--- config.mk ---
export PLATFORM = sky130hd
export DESIGN_NAME = usart_rx_fifo_flat
export DESIGN_NICKNAME = d
export VERILOG_FILES = /design/src/rtl/usart_pkg.sv /design/src/rtl/usart_rx_fifo_if.sv /design/src/rtl/sync_fifo.sv /design/src/rtl/usart_rx_fifo.sv /design/src/flat_wrapper.sv
export SDC_FILE = /design/constraint.sdc
export NUM_CORES = 1
export LEC_CHECK = 0
export ABC_CLOCK_PERIOD_IN_PS = 2500
export BUFFER_PORTS_ARGS = -buffer_cell sky130_fd_sc_hd__buf_2
export CAP_MARGIN = 20
export CORE_MARGIN = 10
export CORE_UTILIZATION = 55
export CTS_CLUSTER_SIZE = 28
export DETAILED_ROUTE_END_ITERATION = 7
export GPL_ROUTABILITY_DRIVEN = 0
export GPL_TIMING_DRIVEN = 1
export PLACE_DENSITY = 0.74
export SKIP_CTS_REPAIR_TIMING = 1
export SYNTH_ARGS = -nofsm -noshare
export SYNTH_HDL_FRONTEND = slang
export SYNTH_SLANG_ARGS = --single-unit
--- constraint.sdc ---
create_clock -name serial_clock -period 2.5 [get_ports serial_clock]
set_input_delay 0.375 -clock serial_clock [delete_from_list [all_inputs] [get_ports serial_clock]]
set_output_delay 0.375 -clock serial_clock [all_outputs]
set_load 0.02 [all_outputs]
--- src/rtl/usart_pkg.sv ---
// Shared definitions for the USART receive path: parity modes, RX FSM states and FIFO entry sizing.
package usart_pkg;

  localparam logic [1:0] PARITY_NONE     = 2'd0;
  localparam logic [1:0] PARITY_EVEN     = 2'd1;
  localparam logic [1:0] PARITY_ODD      = 2'd2;
  localparam logic [1:0] PARITY_NONE_ALT = 2'd3;

  typedef enum logic [2:0] {
    RX_IDLE,
    RX_START,
    RX_DATA,
    RX_PARITY,
    RX_STOP
  } rx_state_t;

  // FIFO entry is {frame_err, parity_err, data}; the struct itself lives next to DATA_BITS.
  function automatic int unsigned entry_width(input int unsigned data_bits);
    return data_bits + 2;
  endfunction

endpackage

--- src/rtl/usart_rx_fifo_if.sv ---
// Show-ahead receive byte stream between the USART receiver and the system-side consumer.
interface usart_rx_fifo_if #(
  parameter int unsigned DATA_BITS = 8
);
  logic [DATA_BITS-1:0] data_out;
  logic                 frame_error;
  logic                 parity_error;
  logic                 valid;
  logic                 ready;

  modport master (output data_out, frame_error, parity_error, valid, input ready);
  modport slave  (input data_out, frame_error, parity_error, valid, output ready);
endinterface

--- src/rtl/sync_fifo.sv ---
// Single-clock show-ahead FIFO; a push while full only lands when a pop frees a slot that cycle.
module sync_fifo #(
  parameter int unsigned WIDTH = 8,
  parameter int unsigned DEPTH = 16
) (
  input  logic                       serial_clock,
  input  logic                       reset,
  input  logic                       push,
  input  logic [WIDTH-1:0]           push_data,
  input  logic                       pop,
  output logic [WIDTH-1:0]           pop_data,
  output logic                       full,
  output logic                       empty,
  output logic [$clog2(DEPTH):0]     level
);
  localparam int unsigned PTR_W = $clog2(DEPTH);
  localparam int unsigned LVL_W = PTR_W + 1;

  logic [WIDTH-1:0] mem [DEPTH];
  logic [PTR_W-1:0] wr_ptr;
  logic [PTR_W-1:0] rd_ptr;
  logic             do_push;
  logic             do_pop;

  assign empty    = (level == '0);
  assign full     = (level == LVL_W'(DEPTH));
  assign do_pop   = pop && !empty;
  assign do_push  = push && (!full || do_pop);
  assign pop_data = mem[rd_ptr];

  always_ff @(posedge serial_clock) begin
    if (reset) begin
      wr_ptr <= '0;
      rd_ptr <= '0;
      level  <= '0;
    end else begin
      if (do_push) wr_ptr <= wr_ptr + PTR_W'(1);
      if (do_pop)  rd_ptr <= rd_ptr + PTR_W'(1);
      case ({do_push, do_pop})
        2'b10:   level <= level + LVL_W'(1);
        2'b01:   level <= level - LVL_W'(1);
        default: level <= level;
      endcase
    end
  end

  // Storage carries no reset; stale words are never exposed while empty.
  always_ff @(posedge serial_clock) begin
    if (do_push) mem[wr_ptr] <= push_data;
  end

endmodule

--- src/rtl/usart_rx_fifo.sv ---
// Oversampling UART receiver feeding a show-ahead FIFO with RTS flow control.
// Define USART_RX_MAJORITY_EN for 2-of-3 majority sampling around each bit centre.
module usart_rx_fifo
  import usart_pkg::*;
#(
  parameter int unsigned DATA_BITS  = 8,
  parameter int unsigned OVERSAMPLE = 16,
  parameter int unsigned FIFO_DEPTH = 16,
  parameter int unsigned DIV_WIDTH  = 12
) (
  input  logic                          serial_clock,
  input  logic                          reset,
  input  logic [DIV_WIDTH-1:0]          clocks_per_bit,
  input  logic [1:0]                    parity_mode,
  input  logic                          rx_pin,
  usart_rx_fifo_if.master               rx_bus,
  output logic                          overrun,
  input  logic                          overrun_clear,
  output logic [$clog2(FIFO_DEPTH):0]   fifo_level,
  output logic                          rts_pin
);
  localparam int unsigned OS_LOG2 = $clog2(OVERSAMPLE);
  localparam int unsigned TICK_W  = OS_LOG2;
  localparam int unsigned MID     = OVERSAMPLE / 2 - 1;
  localparam int unsigned BIT_W   = $clog2(DATA_BITS + 1);
  localparam int unsigned ENTRY_W = entry_width(DATA_BITS);
  localparam int unsigned LEVEL_W = $clog2(FIFO_DEPTH) + 1;

  typedef struct packed {
    logic                 frame_err;
    logic                 parity_err;
    logic [DATA_BITS-1:0] data;
  } rx_entry_t;

  logic [1:0]           rx_sync_q;
  logic                 rx_s;
  logic [DIV_WIDTH-1:0] divisor_c, reload_c, div_cnt_q;
  logic [TICK_W-1:0]    tick_cnt_q;
  logic                 tick_c, sample_c, bit_val_c, restart_c, parity_on_c;
  rx_state_t            state_q, state_d;
  logic [BIT_W-1:0]     bit_cnt_q, bit_cnt_d;
  logic [DATA_BITS-1:0] shift_q, shift_d;
  logic                 par_err_q, par_err_d;
  logic                 push_c, frame_err_c, pop_c, full_c, empty_c;
  rx_entry_t            entry_in_c, head_c;

  // Two-flop synchroniser for the asynchronous RX line.
  always_ff @(posedge serial_clock) begin
    if (reset) rx_sync_q <= 2'b11;
    else       rx_sync_q <= {rx_sync_q[0], rx_pin};
  end
  assign rx_s = rx_sync_q[1];

  // Oversample tick generator; a zero divisor degenerates to a tick every cycle.
  assign divisor_c = clocks_per_bit >> OS_LOG2;
  assign reload_c  = (divisor_c == '0) ? '0 : divisor_c - DIV_WIDTH'(1);
  assign tick_c    = (div_cnt_q == '0) && !restart_c;

  always_ff @(posedge serial_clock) begin
    if (reset) begin
      div_cnt_q  <= '0;
      tick_cnt_q <= '0;
    end else if (restart_c) begin
      div_cnt_q  <= reload_c;
      tick_cnt_q <= '0;
    end else begin
      div_cnt_q <= (div_cnt_q == '0) ? reload_c : div_cnt_q - DIV_WIDTH'(1);
      if (tick_c) tick_cnt_q <= tick_cnt_q + TICK_W'(1);
    end
  end

`ifdef USART_RX_MAJORITY_EN
  localparam int unsigned SAMPLE_AT = MID + 1;
  logic [1:0] hist_q;

  // hist_q holds the samples from the two previous ticks (mid-1, mid) when deciding at mid+1.
  always_ff @(posedge serial_clock) begin
    if (reset)       hist_q <= 2'b11;
    else if (tick_c) hist_q <= {hist_q[0], rx_s};
  end
  assign bit_val_c = (hist_q[1] & hist_q[0]) | (hist_q[1] & rx_s) | (hist_q[0] & rx_s);
`else
  localparam int unsigned SAMPLE_AT = MID;
  assign bit_val_c = rx_s;
`endif

  assign sample_c    = tick_c && (tick_cnt_q == TICK_W'(SAMPLE_AT));
  assign parity_on_c = !((parity_mode == PARITY_NONE) || (parity_mode == PARITY_NONE_ALT));

  always_ff @(posedge serial_clock) begin
    if (reset) begin
      state_q   <= RX_IDLE;
      bit_cnt_q <= '0;
      shift_q   <= '0;
      par_err_q <= 1'b0;
    end else begin
      state_q   <= state_d;
      bit_cnt_q <= bit_cnt_d;
      shift_q   <= shift_d;
      par_err_q <= par_err_d;
    end
  end

  always_comb begin
    state_d     = state_q;
    bit_cnt_d   = bit_cnt_q;
    shift_d     = shift_q;
    par_err_d   = par_err_q;
    restart_c   = 1'b0;
    push_c      = 1'b0;
    frame_err_c = 1'b0;
    case (state_q)
      RX_IDLE: begin
        if (!rx_s) begin
          state_d   = RX_START;
          restart_c = 1'b1;
          bit_cnt_d = '0;
          par_err_d = 1'b0;
        end
      end
      RX_START: begin
        if (sample_c) state_d = bit_val_c ? RX_IDLE : RX_DATA;
      end
      RX_DATA: begin
        if (sample_c) begin
          shift_d   = {bit_val_c, shift_q[DATA_BITS-1:1]};
          bit_cnt_d = bit_cnt_q + BIT_W'(1);
          if (bit_cnt_q == BIT_W'(DATA_BITS - 1)) state_d = parity_on_c ? RX_PARITY : RX_STOP;
        end
      end
      RX_PARITY: begin
        if (sample_c) begin
          par_err_d = (^shift_q) ^ bit_val_c ^ (parity_mode == PARITY_ODD);
          state_d   = RX_STOP;
        end
      end
      RX_STOP: begin
        if (sample_c) begin
          push_c      = 1'b1;
          frame_err_c = !bit_val_c;
          state_d     = RX_IDLE;
        end
      end
      default: state_d = RX_IDLE;
    endcase
  end

  assign entry_in_c.frame_err  = frame_err_c;
  assign entry_in_c.parity_err = par_err_q;
  assign entry_in_c.data       = shift_q;

  sync_fifo #(
    .WIDTH (ENTRY_W),
    .DEPTH (FIFO_DEPTH)
  ) u_fifo (
    .serial_clock (serial_clock),
    .reset        (reset),
    .push         (push_c),
    .push_data    (entry_in_c),
    .pop          (pop_c),
    .pop_data     (head_c),
    .full         (full_c),
    .empty        (empty_c),
    .level        (fifo_level)
  );

  assign pop_c               = rx_bus.valid && rx_bus.ready;
  assign rx_bus.valid        = !empty_c;
  assign rx_bus.data_out     = empty_c ? '0   : head_c.data;
  assign rx_bus.frame_error  = empty_c ? 1'b0 : head_c.frame_err;
  assign rx_bus.parity_error = empty_c ? 1'b0 : head_c.parity_err;

  // Sticky overrun: a fresh drop wins over a same-cycle clear.
  always_ff @(posedge serial_clock) begin
    if (reset)                            overrun <= 1'b0;
    else if (push_c && full_c && !pop_c)  overrun <= 1'b1;
    else if (overrun_clear)               overrun <= 1'b0;
  end

  always_ff @(posedge serial_clock) begin
    if (reset) rts_pin <= 1'b1;
    else       rts_pin <= (fifo_level >= LEVEL_W'(FIFO_DEPTH - 2));
  end

endmodule

--- src/flat_wrapper.sv ---
// flat-port wrapper written by rule: the top's interface ports become plain ports
module usart_rx_fifo_flat import usart_pkg::*;
#(
  parameter int unsigned DATA_BITS  = 8,
  parameter int unsigned OVERSAMPLE = 16,
  parameter int unsigned FIFO_DEPTH = 16,
  parameter int unsigned DIV_WIDTH  = 12
)
  (serial_clock, reset, clocks_per_bit, parity_mode, rx_pin, overrun, overrun_clear, fifo_level, rts_pin, rx_bus_data_out, rx_bus_frame_error, rx_bus_parity_error, rx_bus_valid, rx_bus_ready);
  usart_rx_fifo_if #(.DATA_BITS(DATA_BITS)) rx_bus_i ();
  input  logic serial_clock;
  input  logic reset;
  input  logic [DIV_WIDTH-1:0] clocks_per_bit;
  input  logic [1:0] parity_mode;
  input  logic rx_pin;
  output logic overrun;
  input  logic overrun_clear;
  output logic [$clog2(FIFO_DEPTH):0] fifo_level;
  output logic rts_pin;
  output wire logic [$bits(rx_bus_i.data_out)-1:0] rx_bus_data_out;
  output wire logic [$bits(rx_bus_i.frame_error)-1:0] rx_bus_frame_error;
  output wire logic [$bits(rx_bus_i.parity_error)-1:0] rx_bus_parity_error;
  output wire logic [$bits(rx_bus_i.valid)-1:0] rx_bus_valid;
  input wire logic [$bits(rx_bus_i.ready)-1:0] rx_bus_ready;
  assign rx_bus_data_out = rx_bus_i.data_out;
  assign rx_bus_frame_error = rx_bus_i.frame_error;
  assign rx_bus_parity_error = rx_bus_i.parity_error;
  assign rx_bus_valid = rx_bus_i.valid;
  assign rx_bus_i.ready = rx_bus_ready;
  usart_rx_fifo #(.DATA_BITS(DATA_BITS), .OVERSAMPLE(OVERSAMPLE), .FIFO_DEPTH(FIFO_DEPTH), .DIV_WIDTH(DIV_WIDTH)) u_core (.serial_clock(serial_clock), .reset(reset), .clocks_per_bit(clocks_per_bit), .parity_mode(parity_mode), .rx_pin(rx_pin), .rx_bus(rx_bus_i), .overrun(overrun), .overrun_clear(overrun_clear), .fifo_level(fifo_level), .rts_pin(rts_pin));
endmodule
==> impl_metrics.env, run 1 <==
export IMPL_status="complete, but fails checks"
export IMPL_violations="negative setup slack"
export IMPL_r2r_cells=10
export IMPL_first_global_vias=5017
export IMPL_synth_distinct_cells=48
export IMPL_worstSetupEndpointType="output port"
export IMPL_grt_pass1_wl_mm=27.85
export IMPL_place_area_um2=9502
export IMPL_nNetsFinal=659
export IMPL_coreArea_um2=15370
export IMPL_netlist_area_um2=8707
export IMPL_post_route_period_util_pct=114.2
export IMPL_die_area_um2=21260
export IMPL_leakage_nw=3.628
export IMPL_relSlewSlack_pct=55.78
export IMPL_yosysMostFrequentCell="edfxtp_1"
export IMPL_numPortBuffers=32
export IMPL_finalNonFillerCells=855
export IMPL_clockBufferDepth=3
export IMPL_layout_setup_ws_ns=-0.3562
export IMPL_hold_violations=0
export IMPL_grt_use_total_pct=16.35
export IMPL_tightestPinTransition_ns=0.6624
export IMPL_drt_first_pass_iters=7
export IMPL_rsz0062_at_grt="yes"
export IMPL_cp_arrival_ns=2.48
export IMPL_syn_num_nets=580
export IMPL_synth_top_area_share_pct=55.18
export IMPL_timing_hold_worst_class="in -> reg"
export IMPL_synth_area_per_cell_um2=15.86
export IMPL_final_area_um2=10570
export IMPL_utilization_pct=68.75
export IMPL_power_mw=8.006
export IMPL_num_vias=4983
export IMPL_cp_max_fo=6
export IMPL_synth_top_area_cell="edfxtp_1"
export IMPL_synth_edf_count=160
export IMPL_post_route_drc_count=0
export IMPL_htree_levels=1
export IMPL_cts_clk_slew_worst_paths_ns=0.06
export IMPL_synth_area_leaders="edfxtp_1 (55%), mux4_2 (13%), dfxtp_1 (12%)"
export IMPL_die_w_um=145.8
export IMPL_timing_fmax_ghz=0.3501
export IMPL_synth_flop_cell="edfxtp_1"
export IMPL_p_per_area_nw_per_um2=757.6
export IMPL_vias_per_cell=5.828
export IMPL_drv_slew=0
export IMPL_ys_top_cells_by_count="edfxtp_1 (160), dfxtp_1 (53), mux4_2 (50)"
export IMPL_numCtsBuffers=22
export IMPL_max_cap_viol_count=0
export IMPL_endpoint="rx_bus_data_out[1]"
export IMPL_drtIter0Drc=437
export IMPL_ys_async_sr_fraction_pct=0
export IMPL_syn_inst=549
export IMPL_wl_per_cell_um=21.69
export IMPL_criticalPathCategory="reg -> out"
export IMPL_insertion_delay_ns=0.50
export IMPL_clock_sinks=213
export IMPL_dp_cells=806
export IMPL_min_period_ns=2.856
export IMPL_root_buffer="clkbuf_16"
export IMPL_grt_remaining_overflow=0
export IMPL_start_util_pct=56.65
export IMPL_antenna_found_initial=0
export IMPL_drtAntennaViolNets=0
export IMPL_hpwlAfterDp_mm=11.42
export IMPL_die_h_um=145.8
export IMPL_reg2reg_slack_ns=0.04
export IMPL_wl_mm=18.54
export IMPL_r2r_end="u_core.u_fifo.level[4]$_SDFFE_PP0P_"
export IMPL_reg2reg_from="u_core.u_fifo.level[2]$_SDFFE_PP0P_"
export IMPL_ys_seq_area_share_pct=67.37
export IMPL_cts_tree="built"
export IMPL_cp_required_ns=2.12
export IMPL_ir_drop_mv=0.5606
export IMPL_io_pins=37
export IMPL_num_rows=45
export IMPL_pre_cts_ws_ns=-0.1303
export IMPL_fin_skew_ns=0.009803
export IMPL_setup_viol=10
export IMPL_grt_max_degree=41
export IMPL_critPathLaunchType="flop"
export IMPL_drive_gt1_share_pct=31.52
export IMPL_synth_seq_cells=213
export IMPL_synth_warnings=0
export IMPL_antenna_diode_count=0
export IMPL_area_growth_synth_to_final_pct=21.37
## worst min path at each step
stage / depth (start not counted) / to / slack, ns / startpoint
after floorplan: 1 / u_core.rx_sync_q[1]$_SDFF_PP1_ / 0.39 / u_core.rx_sync_q[0]$_SDFF_PP1_
after global placement: 1 / u_core.rx_sync_q[1]$_SDFF_PP1_ / 0.40 / u_core.rx_sync_q[0]$_SDFF_PP1_
after detailed placement: 1 / u_core.rx_sync_q[1]$_SDFF_PP1_ / 0.39 / u_core.rx_sync_q[0]$_SDFF_PP1_
after CTS: 2 / u_core.rx_sync_q[0]$_SDFF_PP1_ / 0.05 / rx_pin
after global routing: 2 / u_core.rx_sync_q[0]$_SDFF_PP1_ / 0.05 / rx_pin
final: 2 / u_core.rx_sync_q[0]$_SDFF_PP1_ / 0.06 / rx_pin
## layout make-up
| class | instances | area [µm²] |
|---|---|---|
| Multi-Input combinational cell | 302 | 2883 |
| Timing Repair Buffer | 80 | 773.2 |
| Tap cell | 211 | 264.0 |
| Clock buffer | 25 | 583.1 |
| Clock inverter | 15 | 155.1 |
| Fill cell | 988 | 4803 |
| Sequential cell | 213 | 5876 |
| Inverter | 9 | 33.78 |
## registers in the layout (all words and copies together) (netlist names), named ones only
signal / flops
u_core.tick_cnt_q: 4
u_core.rts_pin: 1
u_core.u_fifo.wr_ptr: 4
u_core.rx_sync_q: 2
u_core.u_fifo.mem: 160
u_core.state_q: 3
u_core.bit_cnt_q: 4
u_core.div_cnt_q: 12
u_core.overrun: 1
u_core.u_fifo.rd_ptr: 4
u_core.u_fifo.level: 5
u_core.par_err_q: 1
u_core.shift_q: 8
## cell usage in the layout (no fill, tap or decap), types with 12 or more instances in the layout
master,n
a21oi_1,18
clkbuf_16,26
buf_4,34
nor2_1,44
xor2_1,16
buf_12,12
edfxtp_1,160
buf_2,24
dfxtp_1,49
nand2_1,30
mux4_2,50
xnor2_1,21
## critical path, stage by stage, from the launching register on
cell and delay [ns]:
dfxtp_4 0.45, clkbuf_16 0.20, mux4_2 0.52, mux4_2 0.50
nor2b_1 0.15, buf_4 0.16
## power by group
| part | switching [mW] | internal, mW |
|---|---|---|
| clock | 1.31 | 1.99 |
| combinational | 0.373 | 0.388 |
| sequential | 0.106 | 3.84 |
| total | 1.79 | 6.22 |
## metrics by stage
step           hold slack (ns)  TNS [ns]
6_report               0.05641    -3.243
5_1_grt                0.05185    -4.412
4_1_cts                0.04540    -12.15
3_5_place_dp            0.3948    -7.297
3_3_place_gp            0.3963         0
2_1_floorplan           0.3895         0
## routing by layer
metal  share of wire (%)  track usage [%]  up-vias
met1                  40            20.23     2524
li1                    -                -     2272
met3                 5.3            2.918       29
met5                   0                0        -
met4                 2.0            4.954        0
met2                  53            28.55      158
## kinds of logic after synthesis
family | count (synthesis) | synth area share [%]
flops | 213 | 67.37
simple gates | 148 | 8.679
buf+inv | 34 | 1.624
xor+xnor | 37 | 3.722
mux | 51 | 13.05
fa+ha+maj | 12 | 1.724
compound gates | 54 | 3.837
Power figures use the tool's default switching activity.
==> run 2: changes to the inputs <==
--- a/config.mk
+++ b/config.mk
@@ -8,8 +8,10 @@
 export ABC_CLOCK_PERIOD_IN_PS = 2500
 export BUFFER_PORTS_ARGS = -buffer_cell sky130_fd_sc_hd__buf_2
 export CAP_MARGIN = 20
+export CELL_PAD_IN_SITES_DETAIL_PLACEMENT = 1
+export CELL_PAD_IN_SITES_GLOBAL_PLACEMENT = 2
 export CORE_MARGIN = 10
-export CORE_UTILIZATION = 55
+export CORE_UTILIZATION = 41
 export CTS_CLUSTER_SIZE = 28
 export DETAILED_ROUTE_END_ITERATION = 7
 export GPL_ROUTABILITY_DRIVEN = 0
==> impl_metrics.env, run 2 (synthesis gave the netlist of run 1 again) <==
export IMPL_status="complete, but fails checks"
export IMPL_violations="negative setup slack"
export IMPL_die_h_um=165.7
export IMPL_drive_gt1_share_pct=30.79
export IMPL_first_global_vias=5325
export IMPL_largestRegisters="u_core.u_fifo.mem (160), u_core.div_cnt_q (12), u_core.shift_q (8)"
export IMPL_grt_max_degree=41
export IMPL_tns_ns=-3.266
export IMPL_root_buffer="clkbuf_16"
export IMPL_wl_mm=19.88
export IMPL_grt_pass1_wl_mm=30.97
export IMPL_nFillCells=2040
export IMPL_num_rows=53
export IMPL_drv_slew=0
export IMPL_final_area_um2=10670
export IMPL_power_clock_fraction_pct=43.6
export IMPL_criticalPathCategory="reg -> out"
export IMPL_dp_cells=872
export IMPL_hold_violations=0
export IMPL_power_mw=8.386
export IMPL_rsz0062_at_grt="yes"
export IMPL_post_route_period_util_pct=114.4
export IMPL_worstSetupEndpointType="output port"
export IMPL_drtAntennaViolNets=0
export IMPL_mostFrequentLayoutCell="edfxtp_1"
export IMPL_hpwlAfterDp_mm=12.98
export IMPL_r2r_end="u_core.u_fifo.level[4]$_SDFFE_PP0P_"
export IMPL_insertion_delay_ns=0.50
export IMPL_cts_clk_slew_worst_paths_ns=0.06
export IMPL_io_pins=37
export IMPL_worstPathCellList="buf_12 > mux4_2 > mux4_2 > nor2b_1 > buf_2"
export IMPL_path_common_cell="mux4_2"
export IMPL_seqPwrFrac_pct=47.2
export IMPL_utilization_pct=50.93
export IMPL_area_growth_synth_to_final_pct=22.57
export IMPL_clockBufferDepth=3
export IMPL_hold_path_depth=2
export IMPL_p_int_mw=6.539
export IMPL_numPortBuffers=32
export IMPL_met1_usage_pct=17.15
export IMPL_cp_max_fo=15
export IMPL_top_register="u_core.u_fifo.mem"
export IMPL_timing_fmax_ghz=0.3497
export IMPL_drt_first_pass_iters=4
export IMPL_cpPeakStageDelay_ns=0.52
export IMPL_die_area_um2=27470
export IMPL_finalNonFillerCells=918
export IMPL_nNetsFinal=658
export IMPL_post_route_drc_count=0
export IMPL_tightestPinTransition_ns=0.6139
export IMPL_p_per_area_nw_per_um2=785.7
export IMPL_htree_levels=1
export IMPL_use_met3_pct=1.988
export IMPL_antenna_found_initial=0
export IMPL_num_vias=4881
export IMPL_max_cap_viol_count=0
export IMPL_start_util_pct=41.55
export IMPL_timing_hold_worst_class="in -> reg"
export IMPL_fin_skew_ns=0.01785
export IMPL_reg2reg_slack_ns=0.08
export IMPL_swShare_pct=22.02
export IMPL_leakage_nw=3.634
export IMPL_vias_per_cell=5.317
export IMPL_cts_tree="built"
export IMPL_critPathLaunchType="flop"
export IMPL_numCtsBuffers=23
export IMPL_setup_viol=10
export IMPL_grt_use_total_pct=13.96
export IMPL_antenna_diode_count=0
export IMPL_relSlewSlack_pct=59.02
export IMPL_coreArea_um2=20960
export IMPL_r2r_cells=11
export IMPL_min_period_ns=2.859
export IMPL_reg2reg_from="u_core.div_cnt_q[0]$_SDFF_PP0_"
export IMPL_cp_arrival_ns=2.48
export IMPL_most_common_layout_cells="edfxtp_1 (160), mux4_2 (50), dfxtp_1 (48), nor2_1 (43), buf_4 (32)"
export IMPL_grt_remaining_overflow=0
export IMPL_p_switching_mw=1.847
export IMPL_ir_drop_mv=0.4824
export IMPL_wl_per_cell_um=21.65
export IMPL_cp_slowest_cell="mux4_2"
export IMPL_busiest_layer="met2"
export IMPL_clock_sinks=213
export IMPL_largest_reg_flops=160
export IMPL_hp_start="rx_pin"
export IMPL_die_w_um=165.7
export IMPL_whs_endpoint="u_core.rx_sync_q[0]$_SDFF_PP1_"
export IMPL_drtIter0Drc=317
export IMPL_power_frac_comb_pct=9.2
export IMPL_place_area_um2=9647
export IMPL_met2_usage_pct=25.07
export IMPL_layout_setup_ws_ns=-0.3592
export IMPL_cp_required_ns=2.12
run 2: worst max-delay path, delay by kind of cell, from the launching register on:
family,cells,cell delay (ns)
buffers and inverters,2,0.36
DFF,1,0.44
and+or+nand+nor,1,0.16
muxes,2,1.02
run 2: power groups by stage:
stage,clock network [mW],registers [mW],logic [mW]
3_5_place_dp,0,4.02,0.688
5_1_grt,3.88,3.97,0.861
4_1_cts,3.72,3.94,0.694
2_1_floorplan,0,4.00,0.477
3_3_place_gp,0,4.01,0.647
6_report,3.66,3.96,0.769
run 2: worst max path at each step:
stage	startpoint	endpoint	slack [ns]	cells after the start
final	flop	rx_bus_data_out[3]	-0.36	5
after global routing	flop	rx_bus_data_out[3]	-0.45	5
after CTS	flop	rx_bus_data_out[6]	-0.43	5
after detailed placement	u_core.div_cnt_q[0]$_SDFF_PP0_	u_core.u_fifo.mem[13][6]$_DFFE_PP_	-0.12	10
after global placement	u_core.div_cnt_q[0]$_SDFF_PP0_	u_core.u_fifo.mem[4][8]$_DFFE_PP_	-0.06	10
after floorplan	u_core.u_fifo.level[2]$_SDFFE_PP0P_	u_core.u_fifo.level[4]$_SDFFE_PP0P_	0.08	10
run 2: area by class of cell:
| class | instances | area [µm²] | area share (%) |
|---|---|---|---|
| tap | 275 | 344.1 | 3.224 |
| sequential | 213 | 5877 | 55.06 |
| inverter | 9 | 33.78 | 0.3165 |
| multi-input combinational | 302 | 2846 | 26.67 |
| clock inverter | 10 | 176.4 | 1.653 |
| timing repair buffer | 78 | 748.2 | 7.011 |
| clock buffer | 31 | 646.9 | 6.061 |
run 2: through the flow:
| step | setup WS [ns] | hold slack (ns) |
|---|---|---|
| after CTS | -0.4325 | 0.05386 |
| after global placement | -0.06108 | 0.3995 |
| after detailed placement | -0.1198 | 0.3985 |
| after floorplan | 0.07653 | 0.3895 |
| final | -0.3592 | 0.06585 |
| after global routing | -0.4467 | 0.05657 |
run 2: metal layers:
metal	part of all wire [%]	vias to the layer above
met2	52	101
met4	1.7	0
li1	-	2265
met5	0	-
met3	3.9	28
met1	42	2487
